<file path="config.mk">
export PLATFORM = sky130hd
export DESIGN_NAME = sirv_uartrx_fifo_flat
export DESIGN_NICKNAME = d
export VERILOG_FILES = /design/src/rtl/sirv_uartrx_fifo_if.sv /design/src/rtl/sirv_uartrx_fifo.sv /design/src/flat_wrapper.sv
export SDC_FILE = /design/constraint.sdc
export NUM_CORES = 1
export LEC_CHECK = 0
export CELL_PAD_IN_SITES_DETAIL_PLACEMENT = 0
export CELL_PAD_IN_SITES_GLOBAL_PLACEMENT = 1
export CORE_MARGIN = 1
export CORE_UTILIZATION = 38
export DETAILED_ROUTE_END_ITERATION = 10
export GPL_TIMING_DRIVEN = 0
export PLACE_DENSITY_LB_ADDON = 0.25
export RECOVER_POWER = 50
export SETUP_SLACK_MARGIN = 0.15
export SYNTH_ARGS = -nofsm -noshare
export SYNTH_HDL_FRONTEND = slang
export SYNTH_SLANG_ARGS = --single-unit
</file>
<file path="constraint.sdc">
create_clock -name clock -period 2.7 [get_ports clock]
set_input_delay 0.54 -clock clock [delete_from_list [all_inputs] [get_ports clock]]
set_output_delay 0.54 -clock clock [all_outputs]
set_load 0.02 [all_outputs]
</file>
<file path="src/rtl/sirv_uartrx_fifo_if.sv">
// sirv_uartrx_fifo_if: dequeue handshake between the rx FIFO and its consumer.
// The FIFO drives valid/data/flags (master); the consumer drives ready (slave).
interface sirv_uartrx_fifo_if;
    logic       valid;
    logic       ready;
    logic [7:0] bits;
    logic       perr;
    logic       ferr;

    modport master (output valid, output bits, output perr, output ferr, input ready);
    modport slave  (input valid, input bits, input perr, input ferr, output ready);
endinterface

</file>
<file path="src/rtl/sirv_uartrx_fifo.sv">
// sirv_uartrx_fifo: UART receive engine with an integrated first-word-fall-through
// rx FIFO. Majority-vote mid-bit sampling, per-entry parity/framing flags,
// sticky overrun and a combinational watermark interrupt.
module sirv_uartrx_fifo #(
    parameter  int DIV_W      = 16,
    parameter  int OVS        = 16,
    parameter  int FIFO_DEPTH = 8,
    localparam int CNT_W      = $clog2(FIFO_DEPTH) + 1
) (
    input  logic                  clock,
    input  logic                  rst_n,
    input  logic                  io_en,
    input  logic                  io_rxd,
    input  logic [DIV_W-1:0]      io_div,
    input  logic [1:0]            io_nbits,
    input  logic                  io_par_en,
    input  logic                  io_par_odd,
    input  logic [CNT_W-1:0]      io_rxwm,
    sirv_uartrx_fifo_if.master    io_deq,
    output logic [CNT_W-1:0]      io_count,
    output logic                  io_wm_irq,
    output logic                  io_overrun,
    input  logic                  io_overrun_clr
);

    localparam int SW = $clog2(OVS);
    localparam int AW = $clog2(FIFO_DEPTH);

    localparam logic [2:0] S_IDLE   = 3'd0;
    localparam logic [2:0] S_START  = 3'd1;
    localparam logic [2:0] S_DATA   = 3'd2;
    localparam logic [2:0] S_PARITY = 3'd3;
    localparam logic [2:0] S_STOP   = 3'd4;

    // The sample counter holds the index of the sample most recently taken.
    // On a tick the synchronised input is sample (counter+1), so a tick seen
    // with counter==OVS/2 takes sample OVS/2+1 and decides the bit, and a tick
    // with counter==OVS-1 wraps to sample 0 of the next bit.
    localparam logic [SW-1:0] SMP_A   = SW'(OVS / 2 - 2);
    localparam logic [SW-1:0] SMP_B   = SW'(OVS / 2 - 1);
    localparam logic [SW-1:0] SMP_DEC = SW'(OVS / 2);
    localparam logic [SW-1:0] SMP_END = SW'(OVS - 1);

    logic              r_rxd_s1, r_rxd_s2, r_rxd_s3;
    logic [2:0]        r_state;
    logic [DIV_W-1:0]  r_pre;
    logic [SW-1:0]     r_smp;
    logic [3:0]        r_bitcnt;
    logic [DIV_W-1:0]  r_div;
    logic [1:0]        r_nbits;
    logic              r_par_en;
    logic              r_par_odd;
    logic              r_smp_a;
    logic              r_smp_b;
    logic [7:0]        r_shift;
    logic              r_perr;
    logic [9:0]        r_mem [FIFO_DEPTH];
    logic [AW-1:0]     r_wptr;
    logic [AW-1:0]     r_rptr;
    logic [CNT_W-1:0]  r_count;
    logic              r_overrun;

    logic              w_fall;
    logic              w_start;
    logic              w_active;
    logic              w_tick;
    logic              w_cap_a;
    logic              w_cap_b;
    logic              w_decide;
    logic              w_bitend;
    logic              w_maj;
    logic [2:0]        w_rsh;
    logic [7:0]        w_data;
    logic [3:0]        w_nbits_tot;
    logic              w_push;
    logic              w_valid;
    logic              w_full;
    logic              w_pop;
    logic              w_wr;
    logic              w_drop;
    logic [9:0]        w_head;

    assign w_fall      = r_rxd_s3 & ~r_rxd_s2;
    assign w_start     = (r_state == S_IDLE) & io_en & w_fall;
    assign w_active    = (r_state != S_IDLE);
    assign w_tick      = w_active & (r_pre == '0);
    assign w_cap_a     = w_tick & (r_smp == SMP_A);
    assign w_cap_b     = w_tick & (r_smp == SMP_B);
    assign w_decide    = w_tick & (r_smp == SMP_DEC);
    assign w_bitend    = w_tick & (r_smp == SMP_END);
    assign w_maj       = (r_smp_a & r_smp_b) | (r_smp_a & r_rxd_s2) | (r_smp_b & r_rxd_s2);
    // Data bits enter at the MSB, so a short frame sits in the top bits.
    assign w_rsh       = 3'd3 - {1'b0, r_nbits};
    assign w_data      = r_shift >> w_rsh;
    assign w_nbits_tot = 4'd5 + {2'b00, r_nbits};
    assign w_push      = (r_state == S_STOP) & w_decide & io_en;

    assign w_valid     = (r_count != '0);
    assign w_full      = (r_count == CNT_W'(FIFO_DEPTH));
    assign w_pop       = w_valid & io_deq.ready;
    assign w_wr        = w_push & (~w_full | w_pop);
    assign w_drop      = w_push & ~w_wr;
    assign w_head      = r_mem[r_rptr];

    // Two-flop synchroniser plus one delayed copy for falling-edge detection
    always_ff @(posedge clock or negedge rst_n) begin
        if (!rst_n) begin
            r_rxd_s1 <= 1'b1;
            r_rxd_s2 <= 1'b1;
            r_rxd_s3 <= 1'b1;
        end else begin
            r_rxd_s1 <= io_rxd;
            r_rxd_s2 <= r_rxd_s1;
            r_rxd_s3 <= r_rxd_s2;
        end
    end

    // Frame state machine; dropping io_en abandons any frame in progress
    always_ff @(posedge clock or negedge rst_n) begin
        if (!rst_n) begin
            r_state  <= S_IDLE;
            r_bitcnt <= '0;
        end else if (!io_en) begin
            r_state  <= S_IDLE;
        end else begin
            case (r_state)
                S_IDLE: begin
                    if (w_fall) r_state <= S_START;
                end
                S_START: begin
                    if (w_decide && w_maj) begin
                        r_state <= S_IDLE;
                    end else if (w_bitend) begin
                        r_state  <= S_DATA;
                        r_bitcnt <= '0;
                    end
                end
                S_DATA: begin
                    if (w_decide) r_bitcnt <= r_bitcnt + 4'd1;
                    if (w_bitend && (r_bitcnt == w_nbits_tot))
                        r_state <= r_par_en ? S_PARITY : S_STOP;
                end
                S_PARITY: begin
                    if (w_bitend) r_state <= S_STOP;
                end
                S_STOP: begin
                    if (w_decide) r_state <= S_IDLE;
                end
                default: r_state <= S_IDLE;
            endcase
        end
    end

    // Prescaler and sample counter, restarted on every accepted start edge
    always_ff @(posedge clock or negedge rst_n) begin
        if (!rst_n) begin
            r_pre <= '0;
            r_smp <= '0;
        end else if (w_start) begin
            r_pre <= '0;
            r_smp <= '0;
        end else if (w_active) begin
            if (r_pre == '0) begin
                r_pre <= r_div;
                r_smp <= r_smp + SW'(1);
            end else begin
                r_pre <= r_pre - DIV_W'(1);
            end
        end
    end

    // Frame configuration latch, vote samples, data shifter and parity result
    always_ff @(posedge clock) begin
        if (w_start) begin
            r_div     <= io_div;
            r_nbits   <= io_nbits;
            r_par_en  <= io_par_en;
            r_par_odd <= io_par_odd;
            r_perr    <= 1'b0;
        end
        if (w_cap_a) r_smp_a <= r_rxd_s2;
        if (w_cap_b) r_smp_b <= r_rxd_s2;
        if (w_decide && (r_state == S_DATA)) r_shift <= {w_maj, r_shift[7:1]};
        if (w_decide && (r_state == S_PARITY)) r_perr <= (((^w_data) ^ w_maj) != r_par_odd);
    end

    // FIFO storage: {perr, ferr, data}; a low stop bit is a framing error
    always_ff @(posedge clock) begin
        if (w_wr) r_mem[r_wptr] <= {r_perr, ~w_maj, w_data};
    end

    // FIFO pointers and occupancy
    always_ff @(posedge clock or negedge rst_n) begin
        if (!rst_n) begin
            r_wptr  <= '0;
            r_rptr  <= '0;
            r_count <= '0;
        end else begin
            if (w_wr)  r_wptr <= r_wptr + AW'(1);
            if (w_pop) r_rptr <= r_rptr + AW'(1);
            if (w_wr && !w_pop)      r_count <= r_count + CNT_W'(1);
            else if (!w_wr && w_pop) r_count <= r_count - CNT_W'(1);
        end
    end

    // Sticky overrun; a drop in the same cycle as a clear keeps it set
    always_ff @(posedge clock or negedge rst_n) begin
        if (!rst_n) begin
            r_overrun <= 1'b0;
        end else if (w_drop) begin
            r_overrun <= 1'b1;
        end else if (io_overrun_clr) begin
            r_overrun <= 1'b0;
        end
    end

    assign io_deq.valid = w_valid;
    assign io_deq.bits  = w_valid ? w_head[7:0] : 8'd0;
    assign io_deq.ferr  = w_valid & w_head[8];
    assign io_deq.perr  = w_valid & w_head[9];
    assign io_count     = r_count;
    assign io_wm_irq    = (r_count > io_rxwm);
    assign io_overrun   = r_overrun;

endmodule
</file>
<file path="src/flat_wrapper.sv">
// flat-port wrapper written by rule: the top's interface ports become plain ports
module sirv_uartrx_fifo_flat 
#(
    parameter  int DIV_W      = 16,
    parameter  int OVS        = 16,
    parameter  int FIFO_DEPTH = 8,
    localparam int CNT_W      = $clog2(FIFO_DEPTH) + 1
)
  (clock, rst_n, io_en, io_rxd, io_div, io_nbits, io_par_en, io_par_odd, io_rxwm, io_count, io_wm_irq, io_overrun, io_overrun_clr, io_deq_valid, io_deq_bits, io_deq_perr, io_deq_ferr, io_deq_ready);
  sirv_uartrx_fifo_if io_deq_i ();
  input  logic clock;
  input  logic rst_n;
  input  logic io_en;
  input  logic io_rxd;
  input  logic [DIV_W-1:0] io_div;
  input  logic [1:0] io_nbits;
  input  logic io_par_en;
  input  logic io_par_odd;
  input  logic [CNT_W-1:0] io_rxwm;
  output logic [CNT_W-1:0] io_count;
  output logic io_wm_irq;
  output logic io_overrun;
  input  logic io_overrun_clr;
  output wire logic [$bits(io_deq_i.valid)-1:0] io_deq_valid;
  output wire logic [$bits(io_deq_i.bits)-1:0] io_deq_bits;
  output wire logic [$bits(io_deq_i.perr)-1:0] io_deq_perr;
  output wire logic [$bits(io_deq_i.ferr)-1:0] io_deq_ferr;
  input wire logic [$bits(io_deq_i.ready)-1:0] io_deq_ready;
  assign io_deq_valid = io_deq_i.valid;
  assign io_deq_bits = io_deq_i.bits;
  assign io_deq_perr = io_deq_i.perr;
  assign io_deq_ferr = io_deq_i.ferr;
  assign io_deq_i.ready = io_deq_ready;
  sirv_uartrx_fifo #(.DIV_W(DIV_W), .OVS(OVS), .FIFO_DEPTH(FIFO_DEPTH)) u_core (.clock(clock), .rst_n(rst_n), .io_en(io_en), .io_rxd(io_rxd), .io_div(io_div), .io_nbits(io_nbits), .io_par_en(io_par_en), .io_par_odd(io_par_odd), .io_rxwm(io_rxwm), .io_deq(io_deq_i), .io_count(io_count), .io_wm_irq(io_wm_irq), .io_overrun(io_overrun), .io_overrun_clr(io_overrun_clr));
endmodule
</file>
==> results.txt <==
* Sequential area share after synthesis: 63.17%
- Number of distinct standard cells referenced by the synthesized netlist: 58
- Once detail routing completed, the nets flagged for antenna violations numbered 0.
* Netlist area before placement: 6907 um^2
* Via count of the first global-routing pass: 4349
* Final hold vios: 0
- Buffers inserted during clock tree synthesis total 17.
* Most common flop cell mapped by yosys: edfxtp_1
- Leakage power summed over all cells: 3.208 nW
* GRT overflow: 0
- EDFF count, synth: 111
* Final Max Slew Viols: 0
- Using the TritonRoute via totals, the vias-per-cell ratio works out to 5.235.
* Number of buffer cells added on primary ports: 46
- The area growth from synthesis to layout is 26.79%.
- Of all cell types, the one taking the most synthesized area is edfxtp_1.
- In this run the worst hold path is classified as reg -> reg.
- In this run the biggest area consumer among cell types represents 48.26% of the synthesized area.
* Transition time at the pin with the least slew margin: 0.9730 ns
- After clock tree synthesis, the clock-pin slew on the worst setup and hold paths is 0.06 ns.
- The detailed router placed 4392 vias in this run.
- Total iterations of the first detailed-routing run: 5
- Startpoint type of the worst setup path: flop
* Clock insertion delay at the later pin of the skew report: 0.42 ns
- The finished layout holds 839 standard cells, fillers aside.
- Detailed placement finished with a half-perimeter wire length of 9.608 mm.
* Num ports: 47
- Measured along the x axis, the die boundary spans 136.8 um.
- In this run the number of H-tree levels came out at 4.
- Max Clk Rate: 0.3695 GHz
* Initial Util: 39.38%
- Final cycle utilization of the critical path: 100.2%
* Syn. warnings: 0
- The run finished, with violations left.
* Finish-stage setup viols: 1
* Utilization after layout: 49.94%
- Synthesis produced a netlist with a net count of 551.
- Arrival time of data at the critical path endpoint: 3.00 ns
- Most used standard cell by instance count after synthesis: edfxtp_1
- Share of flip-flops with an asynchronous set or reset: 26.97%
- Row count: 48
- Once placement completed, the tool counted placed cells totaling 777.
* Worst setup slack after layout: -0.006649 ns
* Final instance area: 8757 um^2
- The worst setup path is captured at a flop.
* Count of max-cap constraint violations: 0
- Pin count of the biggest net entering global routing: 37
- TritonCTS built the clock tree.
* Number of antenna cells inserted: 0
* Die footprint: 18720 um^2
* Global-route wire length before repair: 23.27 mm
- The final reports fail on setup timing.
- After detailed placement, the total cell area comes to 7741 um^2.
* Clk_skew: 0.009878 ns
- Measured against its own limit, the worst slew margin works out to 34.63%.
- For the worst setup path, the data required time is 3.00 ns.
- Critical Path Fanout Max: 4
* Max clock buf depth: 2
- Total Nets Final: 648
- Number of violations reported at the end of detailed-routing iteration 0: 276
- Synthesized instance count: 504
- After synthesis, the mean cell area works out to 13.70 um^2.
* IR Drop Worst-Case VDD: 0.5971 mV
- From bottom edge to top edge, the die measures 136.8 um.
* Unrepaired setup endpoints after global routing: true
* Minimum period implied by the final worst setup slack: 2.707 ns
- The number of antenna violations at the first check in global routing was 0.
- Total wirelength of the detailed-routed design: 14.59 mm
- Fin Hold WS: 0.3623 ns
* Layout cell share with drive strength beyond 1: 25.08%
* WL/cell: 17.39 um
* Top cells by area, synth: edfxtp_1 48%, dfrtp_1 14%, mux4_2 7.2%, ha_1 2.9%, mux2i_1 2.8%
- In the final timing run, aggregate negative setup slack is -0.006649 ns.
* Commonest cells in the synthesized netlist: 111 x edfxtp_1, 46 x nor2_1, 38 x dfrtp_1
- Buffer type at the clock tree root: clkbuf_16
* Total power divided by cell area: 977.9 nW/um^2
- Core area: 17540 um^2
- At the end of routability-driven placement, the weighted congestion stood at 0.7972.
- Flops & latches, synth: 152
- TritonCTS sink count: 152
* Critical path start-end classification: reg -> reg
- Global routing used 16.95% of the available tracks across all layers.
* Drc violations: 0
==> cell usage in the layout (no fill, tap or decap), types with 3 or more instances in the layout <==
master / netlist / routed
buf_6: 0 / 3
inv_1: 15 / 14
clkbuf_2: 0 / 4
buf_2: 6 / 10
dlygate4sd3_1: 0 / 22
mux2i_2: 0 / 4
a21oi_1: 29 / 28
nor3_1: 16 / 14
clkdlybuf4s50_1: 0 / 12
clkbuf_4: 0 / 3
nand2_1: 27 / 27
buf_12: 0 / 9
nor4_2: 0 / 3
o22ai_1: 3 / 3
inv_6: 0 / 7
o21ai_1: 1 / 3
dfrtp_2: 0 / 4
buf_4: 1 / 22
nand2b_1: 8 / 8
ha_1: 16 / 14
or3_1: 4 / 4
nor3_4: 1 / 3
nand3_1: 12 / 11
o21ai_0: 36 / 34
clkbuf_16: 0 / 17
nor2b_1: 7 / 6
o211ai_1: 3 / 3
dfrtp_1: 38 / 34
nor2_1: 46 / 39
xor2_1: 5 / 5
inv_8: 0 / 4
mux2i_1: 19 / 15
xnor2_1: 15 / 15
edfxtp_1: 111 / 111
nor2_4: 0 / 6
clkbuf_1: 11 / 10
mux4_2: 22 / 22
==> logic make-up after synthesis <==
group	share of synthesized area (%)
adders and majority gates	3.333
buffers and inverters	2.065
muxes	10.80
and+or+nand+nor	11.01
DFF	63.17
xor gates and xnor gates	2.536
AOI/OAI and AO/OA	7.083
==> worst paths after layout <==
kind | startpoint | endpoint | slack (ns) | cells past startpoint
setup reg to reg | u_core.r_pre[9] | u_core.io_count[3] | -0.007 | 13
hold / removal | u_core.r_rxd_s1 | u_core.r_rxd_s2 | 0.36 | 0
max in group asynchronous | rst_n | u_core.r_rptr[0] | 0.83 | 3
setup / recovery | u_core.r_pre[9] | u_core.io_count[3] | -0.007 | 13
hold reg to reg | u_core.r_rxd_s1 | u_core.r_rxd_s2 | 0.36 | 0
min in group asynchronous | rst_n | u_core.r_bitcnt[0] | 0.55 | 2
==> worst max-delay path, stage by stage, from the launching register on <==
cell	delay (ns)
dfrtp_1	0.38
or4_4	0.58
nor3_4	0.22
nand2_2	0.10
nor4_4	0.14
buf_6	0.16
ha_4	0.14
inv_4	0.04
ha_4	0.20
a21o_1	0.16
a21oi_2	0.14
xnor2_1	0.12
nor2_1	0.07
xor2_1	0.14
==> through the flow <==
stage          worst slack, ns  power [mW]
6_report             -0.006649       8.564
5_1_grt                -0.1275       9.114
4_1_cts               -0.03143       8.528
3_5_place_dp           -0.6993       6.060
3_3_place_gp            -1.258       5.996
2_1_floorplan          -0.1592       5.040
==> layout make-up <==
| type | count | area [um^2] |
|---|---|---|
| buffer | 20 | 137.6 |
| clock buffer | 18 | 429.2 |
| clock inverter | 14 | 150.1 |
| fill | 1522 | 8780 |
| inverter | 15 | 58.81 |
| multi-input combinational | 317 | 2577 |
| sequential | 152 | 4368 |
| tap | 225 | 281.5 |
| timing repair buffer | 78 | 754.5 |
==> routing by layer <==
layer | track usage, % | vias up | wire length (um)
li1 | - | 2099 | -
met1 | 22.38 | 2179 | 6844
met2 | 27.47 | 106 | 7050
met3 | 4.407 | 8 | 565
met4 | 5.006 | 0 | 131
met5 | 0 | - | 0
==> timing repair <==
action / 4_1_cts / 5_1_grt
setup buffers: 13 / 16
pin swaps: 12 / 14
gates resized for setup: 89 / 21
hold endpoints to repair: 4 / 0
hold buffers: 1 / 0
endpoints found under the setup margin: 103 / 127
==> sequential cells by signal, summed over array words and instances, names as in the netlist <==
signal / cells
u_core.r_par_en: 1
u_core.r_smp: 4
u_core.r_rxd_s3: 1
u_core.r_smp_b: 1
u_core.r_mem: 80
u_core.io_overrun: 1
u_core.r_state: 3
u_core.r_smp_a: 1
u_core.r_rxd_s1: 1
u_core.r_nbits: 2
u_core.r_pre: 16
u_core.r_rxd_s2: 1
u_core.r_div: 16
u_core.r_wptr: 3
u_core.r_perr: 1
u_core.io_count: 4
u_core.r_shift: 8
u_core.r_par_odd: 1
u_core.r_bitcnt: 4
u_core.r_rptr: 3
==> report_power, final <==
group	switching, mW	total [mW]	leakage (nW)	internal [mW]
Sequential	0.240	2.97	1.52	2.73
Combinational	1.79	3.26	1.40	1.46
Clock	1.02	2.33	0.289	1.31
(Power assumes the default switching activity.)
